===== config.mk =====
export PLATFORM = sky130hd
export DESIGN_NAME = bcd_counter_multi
export DESIGN_NICKNAME = d
export VERILOG_FILES = /design/src/rtl/bcd_pkg.sv /design/src/rtl/bcd_digit.sv /design/src/rtl/bcd_counter_multi.sv
export SDC_FILE = /design/constraint.sdc
export NUM_CORES = 1
export LEC_CHECK = 0
export CORE_MARGIN = 10
export CORE_UTILIZATION = 50
export DETAILED_ROUTE_END_ITERATION = 10
export HOLD_SLACK_MARGIN = 0.15
export PLACE_DENSITY = 0.82
export REMOVE_ABC_BUFFERS = 1
export SLEW_MARGIN = 30
export SYNTH_ARGS = -nofsm -noshare
export SYNTH_HDL_FRONTEND = slang
export SYNTH_SLANG_ARGS = --single-unit

===== constraint.sdc =====
create_clock -name clk -period 2.7 [get_ports clk]
set_input_delay 0.81 -clock clk [delete_from_list [all_inputs] [get_ports clk]]
set_output_delay 0.81 -clock clk [all_outputs]
set_load 0.02 [all_outputs]

===== src/rtl/bcd_pkg.sv =====
// Shared BCD digit type, limit constants and validity helper for the multi-digit counter.
// Pure declarations; no latency or flow-control implications.
package bcd_pkg;

   typedef logic [3:0] bcd_digit_t;

   localparam bcd_digit_t BCD_MAX = 4'd9;
   localparam bcd_digit_t BCD_MIN = 4'd0;

   function automatic logic is_valid_bcd(input bcd_digit_t v);
      return (v <= BCD_MAX);
   endfunction

endpackage


===== src/rtl/bcd_digit.sv =====
// One decade stage: loads (invalid digit becomes 0) or steps up/down with 9<->0 rollover.
// Latency: q updates on the edge after step_in/load; at_limit is combinational from q and up.
// Backpressure: none, the stage steps whenever step_in is high.
module bcd_digit
   import bcd_pkg::*;
(
   input  logic       clk,
   input  logic       clr,
   input  logic       step_in,
   input  logic       up,
   input  logic       load,
   input  logic [3:0] d,
   output logic [3:0] q,
   output logic       at_limit
`ifdef BCD_COUNTER_MATCH_EN
   ,
   output logic [3:0] q_nxt
`endif
);

   logic [3:0] q_q;
   logic [3:0] q_d;

   always_comb begin
      q_d = q_q;
      if (load) begin
         q_d = is_valid_bcd(d) ? d : BCD_MIN;
      end else if (step_in) begin
         if (up) begin
            q_d = (q_q == BCD_MAX) ? BCD_MIN : q_q + 4'd1;
         end else begin
            q_d = (q_q == BCD_MIN) ? BCD_MAX : q_q - 4'd1;
         end
      end
   end

   always_ff @(posedge clk) begin
      if (clr) begin
         q_q <= BCD_MIN;
      end else begin
         q_q <= q_d;
      end
   end

   assign q        = q_q;
   assign at_limit = up ? (q_q == BCD_MAX) : (q_q == BCD_MIN);

`ifdef BCD_COUNTER_MATCH_EN
   assign q_nxt = q_d;
`endif

endmodule


===== src/rtl/bcd_counter_multi.sv =====
// Multi-digit BCD up/down counter with load checking; optional compare output under BCD_COUNTER_MATCH_EN.
// Latency: q/co/load_err/match one edge after the inputs; tc is combinational in the same cycle.
// Backpressure: none; enable gates all activity and tc chains into the next counter's enable.
module bcd_counter_multi
   import bcd_pkg::*;
#(
   parameter int DIGITS  = 4,
   parameter bit WRAP_EN = 1'b1
)
(
   input  logic                  clk,
   input  logic                  clr,
   input  logic                  enable,
   input  logic                  load,
   input  logic                  up,
   input  logic [4*DIGITS-1:0]   d,
   output logic [4*DIGITS-1:0]   q,
   output logic                  co,
   output logic                  tc,
   output logic                  load_err
`ifdef BCD_COUNTER_MATCH_EN
   ,
   input  logic [4*DIGITS-1:0]   cmp,
   output logic                  match
`endif
);

   logic [DIGITS-1:0] lim;
   logic [DIGITS-1:0] step;
   logic [DIGITS-1:0] bad;
   logic              cnt;
   logic              all_lim;
   logic              co_q, co_d;
   logic              load_err_q, load_err_d;

   always_comb begin
      cnt     = enable & ~load;
      all_lim = &lim;
      // Saturating build suppresses the step at the limit but still reports it on co.
      step[0] = cnt & (WRAP_EN | ~all_lim);
      for (int i = 1; i < DIGITS; i++) begin
         step[i] = step[i-1] & lim[i-1];
      end
      for (int i = 0; i < DIGITS; i++) begin
         bad[i] = ~is_valid_bcd(d[4*i +: 4]);
      end
      co_d       = cnt & all_lim;
      load_err_d = enable & load & (|bad);
   end

   assign tc = cnt & all_lim;

`ifdef BCD_COUNTER_MATCH_EN
   logic [4*DIGITS-1:0] q_nxt;
`endif

   for (genvar i = 0; i < DIGITS; i++) begin : g_digit
      bcd_digit u_digit (
         .clk      (clk),
         .clr      (clr),
         .step_in  (step[i]),
         .up       (up),
         .load     (enable & load),
         .d        (d[4*i +: 4]),
         .q        (q[4*i +: 4]),
         .at_limit (lim[i])
`ifdef BCD_COUNTER_MATCH_EN
         ,
         .q_nxt    (q_nxt[4*i +: 4])
`endif
      );
   end

   always_ff @(posedge clk) begin
      if (clr) begin
         co_q       <= 1'b0;
         load_err_q <= 1'b0;
      end else begin
         co_q       <= co_d;
         load_err_q <= load_err_d;
      end
   end

   assign co       = co_q;
   assign load_err = load_err_q;

`ifdef BCD_COUNTER_MATCH_EN
   logic match_q, match_d;

   always_comb begin
      match_d = (q_nxt == cmp);
   end

   always_ff @(posedge clk) begin
      if (clr) begin
         match_q <= 1'b0;
      end else begin
         match_q <= match_d;
      end
   end

   assign match = match_q;
`endif

endmodule


After elaboration in Yosys (flattened, before gate mapping)
Index checks and enable logic that the tools add are counted.
{"block": "totals", "register_bits": 18, "inputBits": 21, "out_inout_bits": 19, "word_cells": 72}
{"block": "classes", "add_sub_neg": 8, "order_cmp": 4, "eq_ne": 4, "n_mux": 28, "n_bitwise": 12, "reduce_logical": 10}
{"cell": "2-to-1 mux 4 bit", "n": 24}
{"cell": "adder 4 x 1 -> 4 bit (second input constant)", "n": 4}
{"cell": "== test 4 bit (second input constant)", "n": 4}
{"cell": "<= comparator 4 bit (second input constant)", "n": 4}
{"cell": "logical NOT 4 bit", "n": 4}
{"cell": "subtractor 4 x 1 -> 4 bit (second input constant)", "n": 4}
{"cell": "nonzero test 2 bit", "n": 4}
{"cell": "bitwise AND 1 bit", "n": 7}
{"cell": "NOT 1 bit", "n": 5}
{"cell": "2-to-1 mux 1 bit", "n": 4}
{"cell": "AND reduction 4 bit", "n": 1}
{"cell": "OR reduction 4 bit", "n": 1}

Longest topological paths before layout
{"block": "logic_depth", "ltp_word": 7, "depth_mapped": 7, "mapped_depth_nobuf": 5}

Modules after synthesis
From an unflattened synthesis, not the netlist that was laid out.
{"block": "hier_totals", "hier_cells": 195, "area_unflattened_um2": 1446.4}
{"mod": "bcd_digit", "n_inst": 4, "cells_each": 45, "area_each_um2": 327.8}
{"mod": "bcd_counter_multi", "n_inst": 1, "cells_each": 15, "area_each_um2": 135.1}

Least setup slack after synthesis
Ideal clock, no wire load.
{"block": "synth_timing", "path_kind": "input port to output port", "from": "input up", "to": "output tc", "arrival_ps": 1828, "setup_slack_ps": 62, "cell_stages": 4, "n_path_buf": 0, "path_cell_list": "or3_4 > a211oi_4 > and2_1 > and3_2"}
{"block": "synth_via", "elab_chain_cells": 3, "word_cells_on_any_way": 6, "classes_between": "mux (4); bitwise (1); reduce/logical (1)"}
{"element": "start, declared", "line_no": "bcd_counter_multi.sv:15", "source": "input logic up,"}
{"element": "2-to-1 mux 1 bit", "line_no": "bcd_digit.sv:46", "source": "assign at_limit = up ? (q_q == BCD_MAX) : (q_q == BCD_MIN);"}
{"element": "AND reduction 4 bit *", "line_no": "bcd_counter_multi.sv:38", "source": "all_lim = &lim;"}
{"element": "bitwise AND 1 bit *", "line_no": "bcd_counter_multi.sv:51", "source": "assign tc = cnt & all_lim;"}
{"element": "end, declared", "line_no": "bcd_counter_multi.sv:19", "source": "output logic tc,"}
Mark *: on every way between the ends. The rest lies on a longest branch, timed or not.

Worst setup path in the final report
Same ends and word-level chain as after synthesis.

==> flow_summary.toml <==
[yosys]
netlist_area_mm2 = 0.00163
async_flop_share_pct = 0
avgSynthCellArea_um2 = 7.47
yosys_most_used_dff = "dfxtp_1"
synth_edf_count = 0
yosysSeqAreaShare_pct = 22.1
synth_cells = 218
ys_types = 61
ys_ff_latch = 18
ys.warnings.count = 0

[power_and_ir_drop]
power_leakage_nw = 0.865
powerDensity_mw_per_mm2 = 367
power_mw = 0.832
ir_drop_mv = 0.224

[finish]
antenna_cells = 0
final_util_pct = 73.6
area_growth_pct = 39.0
layout_commonest_cell = "clkdlybuf4s50_1"
final_cell_mix = "clkdlybuf4s50_1 (37), buf_4 (31), o21ai_0 (20)"
n_fill_cell = 249
instances_no_fill = 313
nets = 291
drive_gt1_share_pct = 19.3

[global_routing]
grt_util_all_layers_pct = 15.2
antenna_found_initial = 0
grt_pass1_vias = 1633
grt_pass1_wl_um = 7780
grt_max_degree = 21
grt-ovfl-total = 0

[sta]
fin_crit_ps = 2740
setup_slack_ps = -36.6
max_freq_ghz = 0.365
hold_viol_final = 0
finClkSkew_ps = 7.03
final_max_slew_viol_count = 0
relSlewSlack_pct = 66.2
setup_viol = 1
finalCritPeriodShare_pct = 101
tightest_slew_ps = 501
rsz0062_at_grt = "true"

[placed_design]
placedCellCount = 309
post-dp-hpwl_um = 3600
io_buffers = 39
gp_congestion = 0.882

[cts]
clk_pin_slew_worst_paths_ps = 120
cts.path.max_buffers = 2
cts_htree_levels = 1
post_cts_buffers = 0
cts_tree = "built"
clock-sinks = 18
cts_made_buffers = 3
insertion_delay_ps = 300
root_buffer = "clkbuf_4"

[setup_path]
max_stage_delay_ps = 330
arrival_ps = 1930
r2r.worst_path.cells = 7
slowest_stage = "or3_4"
path_max_fanout = 4
crit_family = "simple AND/OR/NAND/NOR gates"
cp.buffers_inverters = 2
r2r-start = "g_digit[3].u_digit.q[0]"
crit_chain = "buf_8 > or3_4 > a211oi_4 > and2_4 > and3_4 > buf_6"
timing.rr.end = "g_digit[3].u_digit.q[3]"
crit_type = "in -> out"
reg2reg_slack_ps = 860
worstSetupStartpointType = "primary input"
crit_path_end_kind = "output pin"
required_ps = 1890

[min_path]
hold_path_class = "reg -> reg"
hold_depth = 3
min_to = "g_digit[1].u_digit.q[3]"
hp-start = "g_digit[1].u_digit.q[3]"

[floorplan]
ios = 40
initial_core_util_pct = 52.9
die_x_um = 77.1
die_h_um = 77.1
die_area_mm2 = 0.00594
rows = 20
core_area_mm2 = 0.00308

[detailed_routing]
vias_per_cell = 5.91
drc_errors = 0
ant_nets = 0
via_count = 1851
drt_iter0_drc = 168
wl_per_cell_um = 15.1
dr.pass1.iters = 4
wl_um = 4730

[flow_run]
drv_cap = 0

[run_status]
violations = "negative setup slack"
status = "finished with violations"
[worst max-delay path by stage]
stage	start	end	slack, ps	cells after the start
global route	up	tc	-80	6
floorplan	up	tc	60	4
CTS	load	tc	-40	5
detailed placement	up	tc	-960	6
global placement	up	tc	-950	6
finish	up	tc	-40	6
[what timing repair did]
item,4_1_cts,5_1_grt
resized for setup,15,3
hold endpoints to repair,0,0
pin swaps,2,1
endpoints found under the setup margin,1,1
hold buffers,0,0
gates cloned,0,0
[routing by layer]
layer | global-route usage (%) | share of wire, % | up-vias
met5 | 0 | 0 | -
met4 | 3.47 | 0.27 | 0
met3 | 4.08 | 7.6 | 2
met2 | 23.1 | 45 | 74
met1 | 20.6 | 47 | 852
li1 | - | - | 923
[layout make-up]
cell class | instances | area (µm²) | share of cell area [%]
Multi-Input combinational cell | 170 | 1150 | 50.8
Timing Repair Buffer | 71 | 641 | 28.3
Sequential cell | 18 | 360 | 15.9
Tap cell | 44 | 55.1 | 2.43
Clock buffer | 4 | 36.3 | 1.60
Inverter | 6 | 22.5 | 0.994
[sequential cells by signal, indices dropped and copies added, names as in the netlist]
name,flops
load_err,1
co,1
g_digit.u_digit.q,16
[cell usage after synthesis (3+ instances only)]
cell,instances,area [µm²]
nor3_1,7,35.0
a31oi_1,4,25.0
inv_1,6,22.5
nor2_1,14,52.6
and3_1,3,18.8
nand2_1,9,33.8
and2_1,6,37.5
a21oi_1,13,65.1
o22ai_1,4,25.0
o21a_1,3,22.5
a211oi_1,5,37.5
o21ai_0,20,100
clkbuf_1,13,48.8
a32oi_1,3,26.3
nor2b_1,6,37.5
buf_2,8,40.0
mux2i_1,4,40.0
xnor2_1,3,26.3
dfxtp_1,18,360
nand3_1,9,45.0
nand3b_1,6,45.0
[logic make-up (layout without fill, tap and decap cells)]
family | after synthesis | count (layout) | synth area share (%)
simple gates | 81 | 81 | 28.4
compound gates | 79 | 79 | 35.1
buf+inv | 30 | 81 | 8.53
flops | 18 | 18 | 22.1
xor+xnor | 5 | 5 | 2.69
mux | 5 | 5 | 3.15
[report_power, final]
part / leakage [nW] / total [mW] / switching (mW) / internal, mW
clock network: 0.0210 / 0.179 / 0.0969 / 0.0822
logic: 0.696 / 0.354 / 0.175 / 0.179
registers: 0.148 / 0.299 / 0.0166 / 0.283
[worst min-delay path, stage by stage, from the launching register on]
cell	delay [ps]
dfxtp_1	350
buf_4	160
a32oi_1	70
nor2_1	70
[per-stage QoR]
| stage | area (µm²) | hold WS [ps] | worst slack, ps | setup TNS (ps) |
|---|---|---|---|---|
| 6_report | 2260 | 672 | -36.6 | -36.6 |
| 5_1_grt | 2260 | 691 | -80.5 | -80.5 |
| 4_1_cts | 2250 | 673 | -44.0 | -44.0 |
| 3_5_place_dp | 2200 | 639 | -960 | -1240 |
| 3_3_place_gp | 2200 | 633 | -950 | -1180 |
| 2_1_floorplan | 1510 | 623 | 62.0 | 0 |
Note: power is estimated with default switching activity, not from simulation.
